<file path="src/rtl/wishbone_uart_tx_arbiter.sv">
// wishbone_uart_tx_arbiter: round-robin Wishbone master feeding NUM_REQ byte producers into one UART TX register.
// Ports:
//   clk, rstn                 clock, asynchronous active-low reset
//   req_valid/req_data        per-requester byte handshake in (byte i at [8i+7:8i])
//   req_ready                 one-cycle accept pulse to the granted requester
//   grant                     one-hot current owner, zero when idle
//   m_wb_*                    Wishbone master port (status read, then TX data write)
//   busy                      FSM not idle
//   err                       one-cycle pulse on ack watchdog abort
// Optional feature: define WB_UART_ARB_TIMEOUT_EN to enable the ack watchdog (TIMEOUT_CYCLES).
module wishbone_uart_tx_arbiter #(
    parameter int                    NUM_REQ         = 4,
    parameter int                    ADDR_WIDTH      = 16,
    parameter logic [ADDR_WIDTH-1:0] TX_REG_ADDR     = 'h4,
    parameter logic [ADDR_WIDTH-1:0] STATUS_REG_ADDR = 'h8,
    parameter int                    TX_FULL_BIT     = 3,
    parameter int                    TIMEOUT_CYCLES  = 255
) (
    input  logic                    clk,
    input  logic                    rstn,
    input  logic [NUM_REQ-1:0]      req_valid,
    input  logic [NUM_REQ*8-1:0]    req_data,
    output logic [NUM_REQ-1:0]      req_ready,
    output logic [NUM_REQ-1:0]      grant,
    output logic                    m_wb_cyc,
    output logic                    m_wb_stb,
    output logic                    m_wb_we,
    output logic [ADDR_WIDTH-1:0]   m_wb_addr,
    output logic [31:0]             m_wb_data_o,
    output logic [3:0]              m_wb_sel,
    input  logic                    m_wb_ack,
    input  logic [31:0]             m_wb_data_i,
    output logic                    busy,
    output logic                    err
);
    localparam int IW = $clog2(NUM_REQ);

    typedef enum logic [2:0] {IDLE, STAT, CHECK, GAP, WRITE, DONE} state_t;

    state_t                state, state_d;
    logic [IW-1:0]         last, last_d, idx, idx_d, pick, cand;
    logic [7:0]            tx_byte, tx_byte_d, pick_byte;
    logic                  full, full_d, found, timeout;
    logic                  cyc_d, stb_d, we_d, busy_d, err_d;
    logic [ADDR_WIDTH-1:0] addr_d;
    logic [31:0]           data_d;
    logic [3:0]            sel_d;
    logic [NUM_REQ-1:0]    grant_d, ready_d;

`ifdef WB_UART_ARB_TIMEOUT_EN
    localparam int CW = $clog2(TIMEOUT_CYCLES + 1);
    logic [CW-1:0] cnt;
    // stb is low on every STAT/WRITE entry, so clearing on !stb restarts the count per phase.
    always_ff @(posedge clk or negedge rstn) begin
        if (!rstn) cnt <= '0;
        else       cnt <= (m_wb_stb && !m_wb_ack) ? cnt + 1'b1 : '0;
    end
    assign timeout = m_wb_stb && !m_wb_ack && cnt == CW'(TIMEOUT_CYCLES - 1);
`else
    // Watchdog absent: constant low, parameter kept so both builds share one interface.
    assign timeout = TIMEOUT_CYCLES < 0;
`endif

    // First valid requester after the last one served, wrapping around.
    always_comb begin
        pick  = last;
        cand  = '0;
        found = 1'b0;
        for (int i = 1; i <= NUM_REQ; i++) begin
            cand = IW'((int'(last) + i) % NUM_REQ);
            if (!found && req_valid[cand]) begin
                pick  = cand;
                found = 1'b1;
            end
        end
        pick_byte = '0;
        for (int i = 0; i < NUM_REQ; i++)
            if (IW'(i) == pick) pick_byte = req_data[i*8 +: 8];
    end

    always_comb begin
        state_d   = state;
        last_d    = last;
        idx_d     = idx;
        tx_byte_d = tx_byte;
        full_d    = full;
        cyc_d     = m_wb_cyc;
        stb_d     = m_wb_stb;
        we_d      = m_wb_we;
        addr_d    = m_wb_addr;
        data_d    = m_wb_data_o;
        grant_d   = grant;
        ready_d   = '0;
        err_d     = 1'b0;
        case (state)
            IDLE: if (|req_valid) begin
                state_d   = STAT;
                idx_d     = pick;
                tx_byte_d = pick_byte;
                grant_d   = NUM_REQ'(1) << pick;
            end
            STAT: begin
                {cyc_d, stb_d, we_d} = 3'b110;
                addr_d = STATUS_REG_ADDR;
                if (m_wb_stb && m_wb_ack) begin
                    {cyc_d, stb_d} = 2'b00;
                    full_d  = |(m_wb_data_i & (32'd1 << TX_FULL_BIT));
                    state_d = CHECK;
                end else if (timeout) begin
                    {cyc_d, stb_d} = 2'b00;
                    err_d   = 1'b1;
                    ready_d = grant;
                    state_d = DONE;
                end
            end
            CHECK: state_d = full ? GAP : WRITE;
            GAP:   state_d = STAT;
            WRITE: begin
                {cyc_d, stb_d, we_d} = 3'b111;
                addr_d = TX_REG_ADDR;
                data_d = {24'h0, tx_byte};
                if ((m_wb_stb && m_wb_ack) || timeout) begin
                    {cyc_d, stb_d, we_d} = 3'b000;
                    err_d   = !(m_wb_stb && m_wb_ack);
                    ready_d = grant;
                    state_d = DONE;
                end
            end
            DONE: begin
                grant_d = '0;
                last_d  = idx;
                state_d = IDLE;
            end
            default: state_d = IDLE;
        endcase
        sel_d  = cyc_d ? 4'hF : 4'h0;
        busy_d = state_d != IDLE;
    end

    always_ff @(posedge clk or negedge rstn) begin
        if (!rstn) begin
            state       <= IDLE;
            last        <= IW'(NUM_REQ - 1);
            idx         <= '0;
            tx_byte     <= '0;
            full        <= 1'b0;
            grant       <= '0;
            req_ready   <= '0;
            m_wb_cyc    <= 1'b0;
            m_wb_stb    <= 1'b0;
            m_wb_we     <= 1'b0;
            m_wb_addr   <= '0;
            m_wb_data_o <= '0;
            m_wb_sel    <= '0;
            busy        <= 1'b0;
            err         <= 1'b0;
        end else begin
            state       <= state_d;
            last        <= last_d;
            idx         <= idx_d;
            tx_byte     <= tx_byte_d;
            full        <= full_d;
            grant       <= grant_d;
            req_ready   <= ready_d;
            m_wb_cyc    <= cyc_d;
            m_wb_stb    <= stb_d;
            m_wb_we     <= we_d;
            m_wb_addr   <= addr_d;
            m_wb_data_o <= data_d;
            m_wb_sel    <= sel_d;
            busy        <= busy_d;
            err         <= err_d;
        end
    end
endmodule

</file>
<file path="config.mk">
export PLATFORM = sky130hd
export DESIGN_NAME = wishbone_uart_tx_arbiter
export DESIGN_NICKNAME = d
export VERILOG_FILES = /design/src/rtl/wishbone_uart_tx_arbiter.sv
export SDC_FILE = /design/constraint.sdc
export NUM_CORES = 1
export LEC_CHECK = 0
export ABC_AREA = 0
export CORE_MARGIN = 4
export CORE_UTILIZATION = 40
export CTS_CLUSTER_DIAMETER = 120
export CTS_CLUSTER_SIZE = 24
export DETAILED_ROUTE_END_ITERATION = 8
export GPL_TIMING_DRIVEN = 0
export PLACE_DENSITY = 0.86
export REMOVE_ABC_BUFFERS = 1
export SYNTH_ARGS = -nofsm -noshare
export SYNTH_HDL_FRONTEND = slang
export SYNTH_SLANG_ARGS = --single-unit
</file>
<file path="constraint.sdc">
create_clock -name clk -period 5.2 [get_ports clk]
set_input_delay 1.3 -clock clk [delete_from_list [all_inputs] [get_ports clk]]
set_output_delay 1.3 -clock clk [all_outputs]
set_load 0.02 [all_outputs]
</file>
==> flow_metrics.py <==
metrics = {
    "status": {
        "status": "complete, no violations",
    },
    "global_routing": {
        "overflow": 0,
        "first_global_vias": 1912,
        "antenna_found_initial": 0,
        "grt_max_degree": 39,
        "grt_use_total_pct": 15.2,
        "grt_pass1_wl_um": 8980,
    },
    "sta": {
        "post-route-min-period_ns": 3.11,
        "max_slew_margin_pct": 44.7,
        "min_period_over_period_pct": 59.9,
        "fin_tns_setup_ns": 0,
        "setup_violations": 0,
        "fin_skew_ns": 0.00676,
        "drv_slew": 0,
        "tightestPinTransition_ns": 0.830,
        "fmax_ghz": 0.321,
        "holdWs_ns": 0.508,
        "grt_setup_unrepaired": "false",
        "hold_violations": 0,
    },
    "worst_setup_path": {
        "critPathCaptureType": "register",
        "r2r_setup_slack_ns": 3.11,
        "reg2reg_from": "last[1]",
        "cp-start-kind": "primary input",
        "crit_required_ns": 5.36,
        "reg2reg_to": "tx_byte[1]",
        "cp_top_family": "simple AND/OR/NAND/NOR gates",
        "crit_chain": "clkdlybuf4s50_1, and3b_1, a21o_1, or3_1, a211oi_1, o21ai_1",
        "critical_path_class": "primary input to register",
        "rr_worst_depth": 5,
        "startpoint": "req_valid[3]",
        "cp_slowest_cell": "clkdlybuf4s50_1",
        "crit_buf_inv": 1,
        "max_stage_delay_ns": 0.60,
        "arrival_ns": 3.27,
        "crit_fanout": 10,
    },
    "final_layout": {
        "final_nets": 379,
        "final_common_cell": "clkdlybuf4s50_1",
        "fillCellCount": 503,
        "drive_above_1_share_pct": 9.39,
        "fin_area_mm2": 0.00296,
        "area_delta_synth_final_pct": 23.3,
        "diodes": 0,
        "fin_util_pct": 52.4,
        "final_cell_mix": "clkdlybuf4s50_1, conb_1, dfrtp_1, nor2_1, o21ai_0",
    },
    "clock_network": {
        "clk_latency_ns": 0.29,
        "clkSlewWorstSetupHoldPaths_ns": 0.07,
        "cts_setup_buffers": 0,
        "cts.repair.resized": 0,
        "ctsLongestPathBuffers": 2,
        "postCtsHoldBufs": 0,
        "cts_tree": "built",
        "cts_buffers": 5,
        "root_buffer": "clkbuf_8",
        "cts_sinks": 38,
        "htree_num_levels": 2,
    },
    "synthesis": {
        "ys_types": 55,
        "netlist_instances": 255,
        "synth_edf_count": 0,
        "synth-seq-cells": 38,
        "postSynthAreaPerCell_um2": 9.40,
        "synth-seq-area-share_pct": 39.8,
        "synthArstFlopShare_pct": 100,
        "synthFlopType": "dfrtp_1",
        "yosysWarnings": 0,
        "synth_area_mm2": 0.00240,
    },
    "route": {
        "avgRoutedWirePerCell_um": 14.9,
        "via_per_inst": 5.11,
        "firstDrtPassIters": 4,
        "routed-via-count": 1947,
        "wl_um": 5680,
        "drc": 0,
        "drt_iter0_markers": 100,
        "ant_nets": 0,
    },
    "placed_design": {
        "place_area_mm2": 0.00287,
        "io_buffers": 65,
        "gp_congestion": 0.835,
        "hpwlAfterDp_um": 4440,
    },
    "worst_hold_path": {
        "holdPathStages": 2,
        "hold_end": "tx_byte[1]",
        "hold_class": "register to register",
        "min_from": "tx_byte[1]",
    },
    "die": {
        "dieArea_mm2": 0.00729,
        "rows": 27,
        "die_h_um": 85.4,
        "core_mm2": 0.00564,
        "ios": 136,
        "fp.dieW_um": 85.4,
        "initial_core_util_pct": 42.5,
    },
    "power_and_ir_drop": {
        "power_mw": 1.45,
        "ir_drop_mv": 0.230,
        "leakage_nw": 1.28,
        "power.density_mw_per_mm2": 490,
    },
    "run": {
        "max_cap_violations": 0,
    },
}
==> report_power, final <==
part           leakage [nW]  internal [mW]  switching [mW]
clock network        0.0455          0.108          0.0987
registers             0.456          0.416           0.110
logic                 0.774          0.331           0.384
==> Yosys cell counts (all sizes together), types with 2 or more instances <==
library cell / count / share of area, %
mux2: 14 / 6.6
a21o: 6 / 1.9
dfrtp: 36 / 38
buf: 52 / 16
and2: 4 / 1.0
nor3b: 2 / 0.63
clkbuf: 5 / 0.84
a21oi: 13 / 2.7
nand2b: 5 / 1.3
o21ai: 18 / 3.8
o221ai: 2 / 0.73
nor2: 20 / 3.2
and3b: 2 / 0.73
o2111ai: 3 / 1.1
or2: 2 / 0.52
nand2: 7 / 1.1
o31ai: 3 / 0.94
a211oi: 3 / 0.94
a221oi: 3 / 1.1
nor3: 6 / 1.5
dfstp: 2 / 2.2
and3: 4 / 1.0
nand3: 9 / 1.9
or3: 2 / 0.73
inv: 9 / 1.4
o21a: 2 / 0.63
==> worst reg2reg max path, stage by stage, from the launching register on <==
cell	delay (ns)
dfstp_2	0.65
and2b_1	0.23
a21o_1	0.21
or3_1	0.44
a211oi_1	0.33
o21ai_1	0.12
==> per-layer routing <==
metal  vias up  global-route usage (%)  routed length [um]
li1        920                       -                   -
met1       914                    18.9                2260
met2       108                    25.2                2810
met3         5                    4.66                 561
met4         0                    4.75                  44
met5         -                       0                   0
==> through the flow <==
step | std cells | setup WS (ns)
after floorplan | 236 | 2.80
after global placement | 373 | 1.88
after detailed placement | 373 | 1.83
after CTS | 381 | 2.13
after global routing | 381 | 2.03
final | 381 | 2.09
==> sequential cells by signal (all words and copies together) (netlist names) <==
register     flops
req_ready        4
m_wb_addr        2
tx_byte          8
last             2
m_wb_sel         1
m_wb_data_o      8
full             1
state            3
busy             1
m_wb_we          1
grant            4
idx              2
m_wb_stb         1
==> cell families (layout without fill, tap and decap cells) <==
logic type	after synthesis	count (layout)	synth area share [%]
AND/OR/NAND/NOR	71	71	16.6
buffers and inverters	66	82	18.5
AO/OA/AOI/OAI	64	64	18.0
flip-flops	38	38	39.8
multiplexers	14	14	6.58
other	1	39	0.157
XOR/XNOR	1	1	0.366
==> cell type report <==
cell class                 instances  area (um^2)  share of cell area, %
multi-input combinational        189         1140                   38.7
sequential                        38          953                   32.3
timing repair buffer              65          646                   21.8
clock buffer                       8         90.1                   3.05
tap                               72         90.1                   3.05
inverter                           9         33.8                   1.14
==> how the worst max path moves through the flow <==
stage / to / slack (ns) / cells after the start
5_1_grt: tx_byte[1] / 2.03 / 6
4_1_cts: tx_byte[1] / 2.13 / 6
6_report: tx_byte[1] / 2.09 / 6
3_5_place_dp: tx_byte[1] / 1.83 / 6
2_1_floorplan: tx_byte[0] / 2.80 / 5
3_3_place_gp: tx_byte[1] / 1.88 / 6
(Power assumes the default switching activity.)
